`src/rtl/bcd_counter_4d.sv`:
```
// bcd_counter_4d: four-digit packed-BCD up/down counter with on-chip input
// synchronisers and a prescaler producing the count step.
// The digit-0 nibble sits in bcd_o[3:0] so the output feeds a 7-segment
// multiplexer's bcd input directly.
//
// Control priority each cycle: clear edge > load strobe > prescaler step.
// The tick_o and wrap_o flags are registered so they line up with the
// bcd_o change they describe.
module bcd_counter_4d #(
   parameter int TICK_COUNT  = 27000000,
   parameter int SYNC_STAGES = 2
) (
   input  logic        clk_i,
   input  logic        rst_i,
   input  logic        en_i,
   input  logic        up_i,
   input  logic        clr_i,
   input  logic        load_i,
   input  logic [15:0] load_val_i,
   output logic [15:0] bcd_o,
   output logic        tick_o,
   output logic        wrap_o
);

   localparam int              PW           = $clog2(TICK_COUNT);
   localparam logic [PW-1:0]   PRESC_RELOAD = PW'(TICK_COUNT - 1);

   // Synchroniser chains; the oldest sample lives in the top bit
   logic [SYNC_STAGES-1:0] r_en_sync;
   logic [SYNC_STAGES-1:0] r_up_sync;
   logic [SYNC_STAGES-1:0] r_clr_sync;
   logic                   r_clr_d;

   logic                   w_en_s;
   logic                   w_up_s;
   logic                   w_clr_s;
   logic                   w_clr_pulse;

   // Prescaler and step
   logic [PW-1:0]          r_presc;
   logic                   w_step;

   // Count state and registered flags
   logic [15:0]            r_bcd;
   logic                   r_tick;
   logic                   r_wrap;

   // Next-value candidates
   logic [15:0]            w_inc_val;
   logic                   w_inc_carry;
   logic [15:0]            w_dec_val;
   logic                   w_dec_borrow;
   logic [15:0]            w_load_clamped;

   assign w_en_s      = r_en_sync[SYNC_STAGES-1];
   assign w_up_s      = r_up_sync[SYNC_STAGES-1];
   assign w_clr_s     = r_clr_sync[SYNC_STAGES-1];
   // One cycle per press no matter how long the button is held
   assign w_clr_pulse = w_clr_s & ~r_clr_d;

   // Shift the asynchronous switch/button levels through the synchronisers
   always_ff @(posedge clk_i or negedge rst_i) begin
      if (!rst_i) begin
         r_en_sync  <= '0;
         r_up_sync  <= '0;
         r_clr_sync <= '0;
         r_clr_d    <= 1'b0;
      end else begin
         r_en_sync  <= {r_en_sync[SYNC_STAGES-2:0], en_i};
         r_up_sync  <= {r_up_sync[SYNC_STAGES-2:0], up_i};
         r_clr_sync <= {r_clr_sync[SYNC_STAGES-2:0], clr_i};
         r_clr_d    <= w_clr_s;
      end
   end

   // A step fires on the enabled cycle in which the prescaler has run out
   assign w_step = w_en_s & (r_presc == '0);

   // Prescaler: count down while enabled, hold phase while paused, restart on clear
   always_ff @(posedge clk_i or negedge rst_i) begin
      if (!rst_i) begin
         r_presc <= PRESC_RELOAD;
      end else if (w_clr_pulse) begin
         r_presc <= PRESC_RELOAD;
      end else if (w_en_s) begin
         if (r_presc == '0) begin
            r_presc <= PRESC_RELOAD;
         end else begin
            r_presc <= r_presc - 1'b1;
         end
      end
   end

   // Ripple BCD increment; carry out of digit 3 means 9999 -> 0000
   always_comb begin
      w_inc_val   = r_bcd;
      w_inc_carry = 1'b1;
      for (int d = 0; d < 4; d++) begin
         if (w_inc_carry) begin
            if (r_bcd[d*4 +: 4] == 4'd9) begin
               w_inc_val[d*4 +: 4] = 4'd0;
            end else begin
               w_inc_val[d*4 +: 4] = r_bcd[d*4 +: 4] + 4'd1;
               w_inc_carry         = 1'b0;
            end
         end
      end
   end

   // Ripple BCD decrement; borrow out of digit 3 means 0000 -> 9999
   always_comb begin
      w_dec_val    = r_bcd;
      w_dec_borrow = 1'b1;
      for (int d = 0; d < 4; d++) begin
         if (w_dec_borrow) begin
            if (r_bcd[d*4 +: 4] == 4'd0) begin
               w_dec_val[d*4 +: 4] = 4'd9;
            end else begin
               w_dec_val[d*4 +: 4] = r_bcd[d*4 +: 4] - 4'd1;
               w_dec_borrow        = 1'b0;
            end
         end
      end
   end

   // Clamp each load nibble to 9 so the count never holds a non-BCD digit
   always_comb begin
      w_load_clamped = '0;
      for (int d = 0; d < 4; d++) begin
         if (load_val_i[d*4 +: 4] > 4'd9) begin
            w_load_clamped[d*4 +: 4] = 4'd9;
         end else begin
            w_load_clamped[d*4 +: 4] = load_val_i[d*4 +: 4];
         end
      end
   end

   // Count register: clear beats load, load beats (and drops) a coincident step
   always_ff @(posedge clk_i or negedge rst_i) begin
      if (!rst_i) begin
         r_bcd  <= 16'h0000;
         r_tick <= 1'b0;
         r_wrap <= 1'b0;
      end else begin
         r_tick <= 1'b0;
         r_wrap <= 1'b0;
         if (w_clr_pulse) begin
            r_bcd <= 16'h0000;
         end else if (load_i) begin
            r_bcd <= w_load_clamped;
         end else if (w_step) begin
            r_tick <= 1'b1;
            if (w_up_s) begin
               r_bcd  <= w_inc_val;
               r_wrap <= w_inc_carry;
            end else begin
               r_bcd  <= w_dec_val;
               r_wrap <= w_dec_borrow;
            end
         end
      end
   end

   assign bcd_o  = r_bcd;
   assign tick_o = r_tick;
   assign wrap_o = r_wrap;

endmodule

```
`config.mk`:
```
export PLATFORM = sky130hd
export DESIGN_NAME = bcd_counter_4d
export DESIGN_NICKNAME = d
export VERILOG_FILES = /design/src/rtl/bcd_counter_4d.sv
export SDC_FILE = /design/constraint.sdc
export NUM_CORES = 1
export LEC_CHECK = 0
export CAP_MARGIN = 20
export CORE_MARGIN = 3
export CORE_UTILIZATION = 30
export CTS_BUF_LIST = sky130_fd_sc_hd__clkbuf_16
export DETAILED_ROUTE_END_ITERATION = 16
export DONT_BUFFER_PORTS = 1
export PLACE_DENSITY = 0.53
export SYNTH_ARGS = -nofsm -noshare
export SYNTH_HDL_FRONTEND = slang
export SYNTH_SLANG_ARGS = --single-unit
```
`constraint.sdc`:
```
create_clock -name clk_i -period 4.1 [get_ports clk_i]
set_input_delay 0.41 -clock clk_i [delete_from_list [all_inputs] [get_ports clk_i]]
set_output_delay 0.41 -clock clk_i [all_outputs]
set_load 0.05 [all_outputs]
```
; ---- Yosys cells after proc, flatten, opt, wreduce, memory -nomap -nowiden
; Cells that the tools add are included.
[word_totals]
output_inout_bits = 18
regBits = 50
[classes]
reduce_logical = 13
n_lt_le_gt_ge = 4
n_mux = 46
bitwise_logic = 3
eq_ne = 7
add_sub_neg = 9
[ops]
columns = op, n
row1 = $mux W25, 3
row2 = $mux W4, 18
row3 = $mux W16, 4
row4 = $logic_not A25 Y1, 1
row5 = $sub A25 B1 Y25 const B, 1
row6 = $mux W1, 21
row7 = $add A4 B1 Y4 const B, 4
row8 = $eq A4 B4 Y1 const B, 4
row9 = $gt A4 B4 Y1 const B, 4
row10 = $logic_not A4 Y1, 4
row11 = $sub A4 B1 Y4 const B, 4
row12 = $ne A4 B2 Y1 const B, 3
row13 = $reduce_bool A4 Y1, 3
row14 = $reduce_and A3 Y1, 3
row15 = $reduce_bool A3 Y1, 1
row16 = $and A1 B1 Y1, 2
row17 = $reduce_bool A2 Y1, 1
row18 = $not A1 Y1, 1

; ---- Longest topological paths before layout
[logic_depth]
ltp_word = 9
ltp_mapped = 9
ltp_nobuf = 7

; ---- Worst setup path after synthesis
; OpenSTA, ideal clock, no wires.
[synth_path]
path_kind = register to register
startpoint = reg r_bcd[4], in the netlist bcd_o[4]
endpoint = reg r_bcd[12], in the netlist bcd_o[12]
setup_slack_ns = 1.756
stages_incl_launch_ff = 8
setup_ns = 0.095
arrival_time_ns = 2.249
required_ns = 4.005
synth_period_minus_slack_ns = 2.344
path_cell_list = dfrtp_1 > inv_1 > ha_1 > or3b_2 > o21ai_2 > o221ai_2 > or4_1 > o31ai_1
[synth_via]
elab_chain_cells = 6
word_cells_on_any_way = 11
[synth_lines]
columns = element, line_no
row1 = from (decl), 44  ; logic [15:0] r_bcd;
row2 = from (signal assigned), 150  ; r_bcd <= w_load_clamped;
row3 = from (signal assigned), 154  ; r_bcd <= w_inc_val;
row4 = from (signal assigned), 157  ; r_bcd <= w_dec_val;
row5 = $eq A4 B4 Y1 / $logic_not A4 Y1 (equally long branches), "100, 116"
row6 = $mux W1 (on tied branches), "100, 116"
row7 = $mux W1 (on tied branches) (2 in series), "99, 115"
row8 = $ne A4 B2 Y1 (no source line) / $reduce_bool A4 Y1 (equally long branches), n/a
row9 = $reduce_and A3 Y1 (no source line) *, n/a
; Mark *: on every way between the ends. The rest lies on a longest branch, timed or not.
; A chain may end at the register's enable or synchronous reset.

; ---- Final worst setup path
; Ends and elaborated chain as after synthesis.

==> results.toml <==
[die]
initial_core_util_pct = 31.5
die_area_mm2 = 0.0123
coreArea_mm2 = 0.0105
rows = 37
pin_count = 40
dieWidth_um = 111
die_h_um = 111

[drt]
ant_nets = 0
drtPass1Iterations = 4
via_count = 2783
drc_errors = 0
via_per_inst = 5.52
wirelength_um = 8190
wire_per_inst_um = 16.3
drt-initial-drc-count = 168

[global_routing]
grtUsageTotal_pct = 13.4
grt.overflow.total = 0
grt_pass1_wl_um = 13800
antenna_found_initial = 0
grt_max_degree = 51
grt_pass1_vias = 2741

[clocking]
cts_buffers = 5
cts.htree.levels = 2
max-clock-path-buffers = 2
clk_pin_slew_ns = 0.07
ctsResizeCount = 0
cts_root_buf = "clkbuf_16"
insertion_delay_ns = 0.29
cts_tree = "yes"
clock-sinks = 50

[setup_path]
crit_path_end_kind = "flip-flop"
critical_path_class = "reg2reg"
worst-path-buf-inv = 1
crit_path_start_kind = "flip-flop"
crit_slowest_cell = "dfrtp_1"
cp_top_family = "simple AND/OR/NAND/NOR gates"
worstPathArrival_ns = 2.82
crit_chain = "inv_1 -> ha_1 -> or3b_2 -> o21ai_2 -> o221ai_2 -> or4_1 -> o31ai_1"
cp_data_required_time_ns = 4.30
cp_max_fo = 8
crit_path_max_incr_delay_ns = 0.64

[sta]
period_needed_ns = 2.63
drv_slew = 0
worstMarginPinSlew_ns = 0.824
rsz0062_at_grt = "no"
fin_crit_sh_pct = 64.0
maxSlewHeadroom_pct = 44.9
setup_slack_ns = 1.47
final-hold-violation-count = 0
fin_tns_setup_ns = 0
setup_violations = 0
fin_skew_ns = 0.00812
fmax_mhz = 381

[logic_synthesis]
postSynthAreaPerCell_um2 = 8.81
syn_nets = 408
ys_seq_area_share_pct = 38.5
synthMostInstantiatedCell = "nand2_1"
yosys.area.top_type = "dfrtp_1"
synthCells = 376
synth_area_leaders = "dfrtp_1 23%, dfstp_2 15%, o21ai_0 4.7%, nand2_1 4.0%, ha_1 3.8%"
yosysWarnings = 0
netlist_area_mm2 = 0.00331
synth-seq-cells = 50
synth_top_cell_area_share_pct = 23.4
synth-edff-count = 0
ys.flop_type = "dfrtp_1"
async_flop_share_pct = 100
synth_cell_types = 62
ys_top_cells_by_count = "35 x nand2_1, 31 x dfrtp_1, 31 x o21ai_0, 20 x inv_1, 20 x nor3_1"

[place]
io_buffers = 0
gp_congestion = 0.796
dpl.hpwl_um = 5880
pre_cts_ws_ns = 1.50

[layout]
diodes = 0
fillCellCount = 1063
fin_nets = 399
post_route_cells_drive_above_1_share_pct = 12.0
area_growth_pct = 9.14

[power]
irDropWorstVdd_mv = 0.192
p_leak_nw = 1.34
power_density_mw_per_mm2 = 433

[run_status]
outcome = "finished, final reports clean"

[hold_path]
hold_class = "in2reg"

[flow_run]
cap_viol_max_count = 0
routing by layer:
metal  share of wire [%]  up-vias  GRT usage, %
met2                  50       45          23.2
li1                    -     1361             -
met1                  45     1367          16.5
met4                 1.6        0          4.62
met5                   0        -             0
met3                 3.9       10          3.00
final timing paths:
check | from | to | slack (ns) | depth (start not counted)
worst min register to register | r_clr_sync[0] | r_clr_sync[1] | 0.35 | 0
worst max register to register | bcd_o[4] | bcd_o[12] | 1.47 | 7
worst min-delay path | en_i | r_en_sync[0] | 0.14 | 0
min in group asynchronous | rst_i | bcd_o[2] | 0.64 | 2
worst max-delay path | bcd_o[4] | bcd_o[12] | 1.47 | 7
max in group asynchronous | rst_i | r_presc[16] | 3.17 | 2
sequential cells by signal, indices dropped and copies added, names as in the netlist:
register / cells
r_presc: 25
bcd_o: 16
r_clr_sync: 2
r_en_sync: 2
r_up_sync: 2
r_clr_d: 1
tick_o: 1
wrap_o: 1
per-stage QoR:
stage               utilization [%]  power [mW]  hold WS, ns  instances  instance area (µm²)
CTS                            34.4        1.58        0.132        504                 3620
global placement               32.5        1.07        0.116        494                 3410
finish                         34.4        1.57        0.141        504                 3620
floorplan                         -        1.00        0.114        376                 3310
detailed placement             32.5        1.08        0.116        494                 3410
global route                   34.4        1.66        0.125        504                 3620
layout make-up:
type | count | area (µm²) | share of cell area (%)
Sequential cell | 50 | 1270 | 35.3
Multi-Input combinational cell | 286 | 1880 | 51.9
Clock buffer | 5 | 125 | 3.46
Clock inverter | 3 | 42.5 | 1.18
Tap cell | 136 | 170 | 4.71
Inverter | 20 | 75.1 | 2.08
Timing Repair Buffer | 4 | 52.6 | 1.45
where the power goes:
part | internal, mW | switching (mW)
clock | 0.289 | 0.198
sequential | 0.539 | 0.224
combinational | 0.142 | 0.173
total | 0.970 | 0.595
cell families after synthesis:
logic type | after synthesis | share of synthesized area [%]
AND/OR/NAND/NOR | 150 | 25.2
multiplexers | 6 | 1.81
adder cells (fa/ha/maj) | 10 | 3.78
buffers and inverters | 40 | 5.17
XOR/XNOR | 15 | 3.97
flip-flops | 50 | 38.5
AO/OA/AOI/OAI | 105 | 21.6
what timing repair did:
item | CTS | global route
hold endpoints to repair | 50 | 0
hold buffers | 2 | 0
setup buffers | 0 | 0
cell usage in the layout (no fill, tap or decap), types with 4 or more instances in the layout:
cell       synthesis  layout
ha_1              10      10
a211o_1            5       5
dfstp_2           19      19
and3_1             4       4
nand2b_1          10      10
nor2_1            15      15
xnor2_1           13      13
inv_1             20      20
and2_1             5       5
a21o_1             4       4
or3_1              7       7
clkbuf_16          0       5
nor3b_1            4       4
mux2i_1            6       6
dfrtp_1           31      31
nor3_1            20      20
o21ai_0           31      31
nand3_1           17      17
nand2_1           35      35
or4_1              5       5
a21oi_1           19      19
nor4_1             4       4
nand3b_1           6       6
nor2b_1            7       6
a31oi_1            8       7
Power figures use the tool's default switching activity.
